**config.mk**
```make
export PLATFORM = sky130hd
export DESIGN_NAME = seg7_scan_reader
export DESIGN_NICKNAME = d
export VERILOG_FILES = /design/src/rtl/seg7_pkg.sv /design/src/rtl/seg7_glyph_decode.sv /design/src/rtl/seg7_scan_reader.sv
export SDC_FILE = /design/constraint.sdc
export NUM_CORES = 1
export LEC_CHECK = 0
export CAP_MARGIN = 10
export CORE_MARGIN = 3
export CORE_UTILIZATION = 55
export DETAILED_ROUTE_END_ITERATION = 8
export MAX_ROUTING_LAYER = met4
export PLACE_DENSITY = 0.77
export SLEW_MARGIN = 20
export SYNTH_ARGS = -nofsm -noshare
export SYNTH_HDL_FRONTEND = slang
export SYNTH_SLANG_ARGS = --single-unit
export TNS_END_PERCENT = 1
```
**constraint.sdc**
```tcl
create_clock -name clk -period 3.25 [get_ports clk]
set_input_delay 0.4875 -clock clk [delete_from_list [all_inputs] [get_ports clk]]
set_output_delay 0.4875 -clock clk [all_outputs]
set_load 0.02 [all_outputs]
```
**src/rtl/seg7_pkg.sv**
```systemverilog
// Shared types and glyph constants for the 7-segment scan reader.
// Glyphs are active-low with bit order g..a (bit0 = a).
package seg7_pkg;
  localparam int SEG_W  = 7;
  localparam int DIGITS = 4;

  typedef logic [SEG_W-1:0] seg_t;

  localparam seg_t GLYPH_0 = 7'h40;
  localparam seg_t GLYPH_1 = 7'h79;
  localparam seg_t GLYPH_2 = 7'h24;
  localparam seg_t GLYPH_3 = 7'h30;
  localparam seg_t GLYPH_4 = 7'h19;
  localparam seg_t GLYPH_5 = 7'h12;
  localparam seg_t GLYPH_6 = 7'h02;
  localparam seg_t GLYPH_7 = 7'h78;
  localparam seg_t GLYPH_8 = 7'h00;
  localparam seg_t GLYPH_9 = 7'h10;
  localparam seg_t GLYPH_A = 7'h08;
  localparam seg_t GLYPH_B = 7'h03;
  localparam seg_t GLYPH_C = 7'h46;
  localparam seg_t GLYPH_D = 7'h21;
  localparam seg_t GLYPH_E = 7'h06;
  localparam seg_t GLYPH_F = 7'h0E;
endpackage

```
**src/rtl/seg7_glyph_decode.sv**
```systemverilog
// Maps an active-low segment pattern back to its hex nibble.
// Patterns outside the 16 legal glyphs report illegal and read as 0.
module seg7_glyph_decode
  import seg7_pkg::*;
(
  input  seg_t       seg,
  output logic [3:0] nibble,
  output logic       illegal
);
  always_comb begin
    nibble  = 4'h0;
    illegal = 1'b0;
    case (seg)
      GLYPH_0: nibble = 4'h0;
      GLYPH_1: nibble = 4'h1;
      GLYPH_2: nibble = 4'h2;
      GLYPH_3: nibble = 4'h3;
      GLYPH_4: nibble = 4'h4;
      GLYPH_5: nibble = 4'h5;
      GLYPH_6: nibble = 4'h6;
      GLYPH_7: nibble = 4'h7;
      GLYPH_8: nibble = 4'h8;
      GLYPH_9: nibble = 4'h9;
      GLYPH_A: nibble = 4'hA;
      GLYPH_B: nibble = 4'hB;
      GLYPH_C: nibble = 4'hC;
      GLYPH_D: nibble = 4'hD;
      GLYPH_E: nibble = 4'hE;
      GLYPH_F: nibble = 4'hF;
      default: illegal = 1'b1;
    endcase
  end
endmodule

```
**src/rtl/seg7_scan_reader.sv**
```systemverilog
// Reads a multiplexed active-low 4-digit 7-segment bus back into a 16-bit word
// with valid/ready handoff. Define SEG7_READER_DP_EN to also read decimal points.
module seg7_scan_reader
  import seg7_pkg::*;
#(
  parameter int STABLE_CYCLES = 4
) (
  input  logic                clk,
  input  logic                rst,
  input  seg_t                seg_n,
  input  logic [DIGITS-1:0]   dig_n,
`ifdef SEG7_READER_DP_EN
  input  logic                dp_n,
  output logic [DIGITS-1:0]   dp,
`endif
  output logic [DIGITS*4-1:0] value,
  output logic [DIGITS-1:0]   err,
  output logic                value_valid,
  input  logic                value_ready,
  output logic                overrun
);
`ifdef SEG7_READER_DP_EN
  localparam int SW = SEG_W + 1;
`else
  localparam int SW = SEG_W;
`endif
  localparam logic [7:0] CNT_MAX = 8'(STABLE_CYCLES);
  localparam logic [7:0] CNT_CAP = 8'(STABLE_CYCLES - 1);

  logic [SW-1:0]       samp_in, samp_s1, samp_s2, samp_prev;
  logic [DIGITS-1:0]   dig_s1, dig_s2, dig_prev, dig_act;
  logic [7:0]          stab_cnt;
  logic                dig_onehot, stable, capture, frame_done, transfer;
  logic [3:0]          nibble;
  logic                illegal;
  logic [DIGITS-1:0]   captured;
  logic [DIGITS*4-1:0] slot_val;
  logic [DIGITS-1:0]   slot_err;

`ifdef SEG7_READER_DP_EN
  logic [DIGITS-1:0]   slot_dp;
  assign samp_in = {dp_n, seg_n};
`else
  assign samp_in = seg_n;
`endif

  assign dig_act    = ~dig_s2;
  assign dig_onehot = (dig_act != '0) && ((dig_act & (dig_act - 4'd1)) == '0);
  assign stable     = dig_onehot && (samp_s2 == samp_prev) && (dig_s2 == dig_prev);
  // Fires only on the step into CNT_MAX, so a held digit is taken once.
  assign capture    = stable && (stab_cnt == CNT_CAP);
  assign frame_done = (captured == '1);
  assign transfer   = value_valid && value_ready;

  seg7_glyph_decode u_decode (
    .seg     (samp_s2[SEG_W-1:0]),
    .nibble  (nibble),
    .illegal (illegal)
  );

  always_ff @(posedge clk or posedge rst) begin
    if (rst) begin
      samp_s1   <= '1;
      samp_s2   <= '1;
      samp_prev <= '1;
      dig_s1    <= '1;
      dig_s2    <= '1;
      dig_prev  <= '1;
      stab_cnt  <= '0;
    end else begin
      samp_s1   <= samp_in;
      samp_s2   <= samp_s1;
      samp_prev <= samp_s2;
      dig_s1    <= dig_n;
      dig_s2    <= dig_s1;
      dig_prev  <= dig_s2;
      if (!stable)                 stab_cnt <= '0;
      else if (stab_cnt != CNT_MAX) stab_cnt <= stab_cnt + 8'd1;
    end
  end

  always_ff @(posedge clk or posedge rst) begin
    if (rst) begin
      captured <= '0;
      slot_val <= '0;
      slot_err <= '0;
`ifdef SEG7_READER_DP_EN
      slot_dp  <= '0;
`endif
    end else begin
      captured <= (frame_done ? '0 : captured) | (capture ? dig_act : '0);
      for (int k = 0; k < DIGITS; k++) begin
        if (capture && dig_act[k]) begin
          slot_val[k*4 +: 4] <= nibble;
          slot_err[k]        <= illegal;
`ifdef SEG7_READER_DP_EN
          slot_dp[k]         <= ~samp_s2[SEG_W];
`endif
        end
      end
    end
  end

  always_ff @(posedge clk or posedge rst) begin
    if (rst) begin
      value       <= '0;
      err         <= '0;
      value_valid <= 1'b0;
      overrun     <= 1'b0;
`ifdef SEG7_READER_DP_EN
      dp          <= '0;
`endif
    end else begin
      if (frame_done && (!value_valid || value_ready)) begin
        value       <= slot_val;
        err         <= slot_err;
        value_valid <= 1'b1;
`ifdef SEG7_READER_DP_EN
        dp          <= slot_dp;
`endif
      end else if (transfer) begin
        value_valid <= 1'b0;
      end
      // A frame landing while the old word is still held is lost.
      if (transfer)                       overrun <= 1'b0;
      else if (frame_done && value_valid) overrun <= 1'b1;
    end
  end
endmodule

```
Word level (Yosys, flattened, before mapping)
Index checks and enable logic that the tools add are counted.
Storage, ports and cells
  register bits after elaboration: 87
  input port bits: 14
  output and inout bits: 22
Operators by class
  add/sub/neg operators: 2
  eq/ne operators: 21
  mux-type cells: 10
  bitwise gates (word level): 3
  reduce and logical (&&, ||, !) cells: 19
Operators with widths (number)
  4-bit one-hot mux with 15 select lines: 1
  7-bit == test (second input constant): 4
  7-bit by 5-bit == test with 1-bit output (second input constant): 3
  7-bit by 6-bit == test with 1-bit output (second input constant): 3
  8-bit 2-to-1 mux: 2
  16-bit OR reduction: 1
  7-bit by 2-bit == test with 1-bit output (second input constant): 2
  7-bit by 4-bit == test with 1-bit output (second input constant): 2
  1-bit logical AND: 11
  8-bit by 1-bit adder with 8-bit output (second input constant): 1
  8-bit by 2-bit == test with 1-bit output (second input constant): 1
  4-bit 2-to-1 mux: 2
  8-bit by 3-bit != test with 1-bit output (second input constant): 1
  7-bit by 3-bit == test with 1-bit output (second input constant): 1
  7-bit == test: 1
  7-bit logical NOT: 1
  1-bit 2-to-1 mux: 5
  4-bit bitwise AND: 1
  4-bit == test: 1
  4-bit == test (second input constant): 1
  4-bit logical NOT: 1
  4-bit NOT: 1
  4-bit bitwise OR: 1
  2-bit nonzero test: 2
  other kinds (5): 5

Logic depth before layout (Yosys ltp)
  word-level depth: 10
  depth in mapped cells: 6

Hierarchy
Synthesis repeated with hierarchy kept, for this count alone.
Unflattened totals
  cell total of the unflattened synthesis: 267
  area total of the unflattened synthesis: 3649.8 sq um
Modules (own cells, without submodules)
  seg7_scan_reader: times used 1, cells an instance 204, area each 3268.1 sq um, seq. area each 2218.4 sq um
  seg7_glyph_decode: times used 1, cells an instance 63, area each 381.6 sq um, seq. area each 0.0 sq um

Worst setup path after synthesis
No wires, ideal clock.
  kind: register to register
  start point: register samp_s2[2]
  end point: register slot_err[3]
  library setup time: 125 ps
  arrival: 1951 ps
  path slack: 1175 ps
  cell stages (with the launch flop): 7
  buffers on the path: 1
  cell sequence: dfstp_2 > buf_4 > xnor2_1 > nand4_1 > nor4_4 > nor3b_2 > mux2_2
Between the ends
  longest elaborated chain between the ends: 5
RTL lines
  from (decl): RTL line seg7_scan_reader.sv:30  | logic [SW-1:0] samp_in, samp_s1, samp_s2, samp_prev;
  from (signal assigned): RTL line seg7_scan_reader.sv:72  | samp_s2 <= samp_s1;
  parallel branches: the longest is 5 deep, another holds 16-bit OR reduction
  to (signal, indexed assignment): RTL line seg7_scan_reader.sv:95  | slot_err[k] <= illegal;
  to (decl): RTL line seg7_scan_reader.sv:38  | logic [DIGITS-1:0] slot_err;
Parallel ways; which one is timed is not known.
A chain may end at the register's enable or synchronous reset.

Final worst setup path
  start point: register samp_s2[4]
  end point: register slot_val[14]
Between the ends
  longest elaborated chain between the ends: 5
RTL lines
  parallel branches: the longest is 5 deep, another holds 4-bit one-hot mux with 15 select lines
  to (signal, indexed assignment): RTL line seg7_scan_reader.sv:94  | slot_val[k*4 +: 4] <= nibble;
  to (decl): RTL line seg7_scan_reader.sv:37  | logic [DIGITS*4-1:0] slot_val;
Parallel ways; which one is timed is not known.

==> flow_summary.json <==
{
  "start_kind": "flop",
  "arrival_ns": 2.55,
  "hp-class": "flop to flop",
  "holdCritStartpoint": "samp_s1[0]",
  "synth_cells": 263,
  "ant_nets": 0,
  "setup-violations-final": 0,
  "io_buffers": 35,
  "finalCriticalPeriod_ns": 2.320,
  "ff2ff_path_depth": 5,
  "required_ns": 3.48,
  "io_pins": 36,
  "path_class": "flop to flop",
  "die_y_um": 86.42,
  "crit_path_start": "samp_s2[4]",
  "p_leak_uw": 0.001887,
  "pwr-share-comb": 0.040,
  "ir_drop_mv": 0.3733,
  "p_clk_frac": 0.413,
  "clock_latency_ns": 0.35,
  "cts_resized": 0,
  "dieArea_um2": 7468,
  "dp_cells": 365,
  "cp_max_fo": 13,
  "swShare": 0.2030,
  "final_cells": 381,
  "ctsHoldBuffers": 0,
  "holdWs_ns": 0.3573,
  "grt_antenna_before_repair": 0,
  "yosysWarningCount": 0,
  "syn_area_um2": 3557,
  "grt_usage": 0.1786,
  "max_freq_mhz": 431.1,
  "vias": 2102,
  "mappedNetlistNets": 279,
  "start_util": 0.5835,
  "cts_tree": "built",
  "clk_pin_slew_ns": 0.08,
  "r2r_slack_ns": 0.93,
  "overflow": 0,
  "power_density_nw_per_um2": 498.5,
  "first_pass_iters": 4,
  "vias_per_cell": 5.517,
  "drive_above_1_share": 0.3235,
  "synth-edff-count": 0,
  "seqPwrFrac": 0.546,
  "totalPowerFinal_uw": 2096,
  "cap_viol_max_count": 0,
  "finalMaxSlewViolations": 0,
  "status": "complete, no violations",
  "fin_nets": 317,
  "rows": 28,
  "tightest_slew_ns": 0.8287,
  "placed_area_um2": 3968,
  "synth-seq-cells": 87,
  "synthFlopType": "dfrtp_1",
  "die_w_um": 86.42,
  "internal-power_uw": 1671,
  "skew_ns": 0.009755,
  "hold_viol": 0,
  "worst_r2r_startpoint": "samp_s2[4]",
  "diodes": 0,
  "grt_max_degree": 52,
  "drt-initial-drc-count": 98,
  "fin_area_um2": 4205,
  "drc_errors": 0,
  "syn_avg_cell_area_um2": 13.53,
  "place.gp.congestion": 0.8424,
  "post-route-period-util": 0.7137,
  "htreeDepth": 3,
  "drt_wl_total_um": 5982,
  "ys_async_sr_fraction": 1.000,
  "hpwl_um": 4087,
  "grt_pass1_vias": 2133,
  "critPathCaptureType": "flop",
  "area_delta_synth_final_pct": 18.22,
  "synth_seq_area_share": 0.6236,
  "rsz0062_at_grt": "no",
  "numCtsBuffers": 9,
  "fin_tns_setup_ns": 0,
  "switchingPower_uw": 425.6,
  "root_buffer": "clkbuf_8",
  "wl_per_cell_um": 15.70,
  "r2r_end": "slot_val[14]",
  "grt_pass1_wl_um": 10070,
  "max-slew-margin-rel": 0.4469,
  "endpoint": "slot_val[14]",
  "design.core.area_um2": 6096,
  "cts_sinks": 87,
  "post-cts-setup-buffer-count": 0,
  "clock_path_buffers": 2,
  "synthDistinctLibCells": 44
}
-- logic make-up (layout without fill, tap and decap cells) --
family / after synthesis / in the layout / synth area share
flops: 87 / 87 / 0.6236
fa+ha+maj: 2 / 2 / 0.007034
xor+xnor: 15 / 15 / 0.03693
simple gates: 79 / 79 / 0.1344
mux: 41 / 41 / 0.1298
compound gates: 23 / 23 / 0.04326
buf+inv: 16 / 59 / 0.02497
-- state kept, by name (all words and copies together) (netlist names) --
register	cells
err	4
value	16
dig_prev	4
samp_prev	7
captured	4
samp_s2	7
dig_s2	4
dig_s1	4
slot_val	16
stab_cnt	8
slot_err	4
value_valid	1
overrun	1
samp_s1	7
-- placed cells by master, fill, tap and decap left out, types with 3 or more instances in the layout --
| cell | instances |
|---|---|
| dfstp_2 | 33 |
| nand2b_1 | 3 |
| nor3_1 | 3 |
| nor2_1 | 14 |
| nand3b_1 | 3 |
| bufinv_16 | 3 |
| dfrtp_1 | 54 |
| clkdlybuf4s50_1 | 35 |
| a21oi_1 | 6 |
| nand2_1 | 15 |
| inv_1 | 5 |
| xor2_1 | 4 |
| o21ai_0 | 5 |
| a21o_1 | 4 |
| nand4_1 | 8 |
| or4_1 | 3 |
| mux2_2 | 41 |
| xnor2_1 | 11 |
| nor3b_1 | 4 |
| nand3_1 | 8 |
| clkbuf_8 | 9 |
-- worst max-delay path, cell delays in order (launching register included) --
cell and delay [ns]:
dfstp_2 0.68, xnor2_1 0.18, nand4_1 0.17, nor4_4 0.31, nor3b_2 0.47, mux2_2 0.39
-- Yosys cell counts (all sizes together), types with 3 or more instances --
cell | count | area [um^2]
a21o | 4 | 30.03
a21oi | 7 | 35.03
buf | 10 | 66.32
dfrtp | 54 | 1351
dfstp | 33 | 867.1
inv | 6 | 22.52
mux2 | 41 | 461.7
nand2 | 15 | 56.30
nand2b | 3 | 18.77
nand3 | 8 | 40.04
nand3b | 3 | 22.52
nand4 | 8 | 50.05
nor2 | 14 | 52.55
nor3 | 3 | 15.01
nor3b | 6 | 61.31
nor4 | 3 | 33.78
o21ai | 5 | 25.02
or3 | 3 | 23.77
or4 | 3 | 22.52
xnor2 | 11 | 96.34
xor2 | 4 | 35.03
-- metrics by stage --
stage | worst slack [ns] | util
3_3_place_gp | 1.016 | 0.6509
4_1_cts | 0.9173 | 0.6899
6_report | 0.9303 | 0.6899
5_1_grt | 0.8121 | 0.6899
2_1_floorplan | 0.5669 | -
3_5_place_dp | 0.9380 | 0.6509
-- power groups by stage --
stage	Sequential [uW]	Combinational [uW]	Clock (uW)
2_1_floorplan	1150	67.4	0
3_3_place_gp	1160	84.7	0
3_5_place_dp	1160	86.6	0
4_1_cts	1150	87.1	888
5_1_grt	1150	95.5	932
6_report	1150	84.6	866
-- layout make-up --
type / count / area [um^2]
sequential: 87 / 2218
fill: 426 / 1891
multi-input combinational: 160 / 1254
timing repair buffer: 37 / 377.9
clock buffer: 11 / 131.4
clock inverter: 5 / 106.4
tap: 75 / 93.84
inverter: 6 / 23.77
-- how the worst min path moves through the flow --
stage / end / slack, ns / cells past startpoint
after floorplan: dig_s2[0] / 0.35 / 0
after global placement: samp_s2[6] / 0.35 / 0
after detailed placement: samp_s2[0] / 0.35 / 0
after CTS: dig_s2[3] / 0.36 / 0
after global routing: dig_s2[2] / 0.36 / 0
final: samp_s2[0] / 0.36 / 0
-- metal layers --
metal | wire length (um) | global-route usage | up-vias
li1 | - | - | 1008
met1 | 2910 | 0.2416 | 1053
met2 | 2818 | 0.2677 | 32
met3 | 175 | 0.03707 | 9
met4 | 77 | 0.06799 | 0
met5 | 0 | - | -
(Power assumes the default switching activity.)
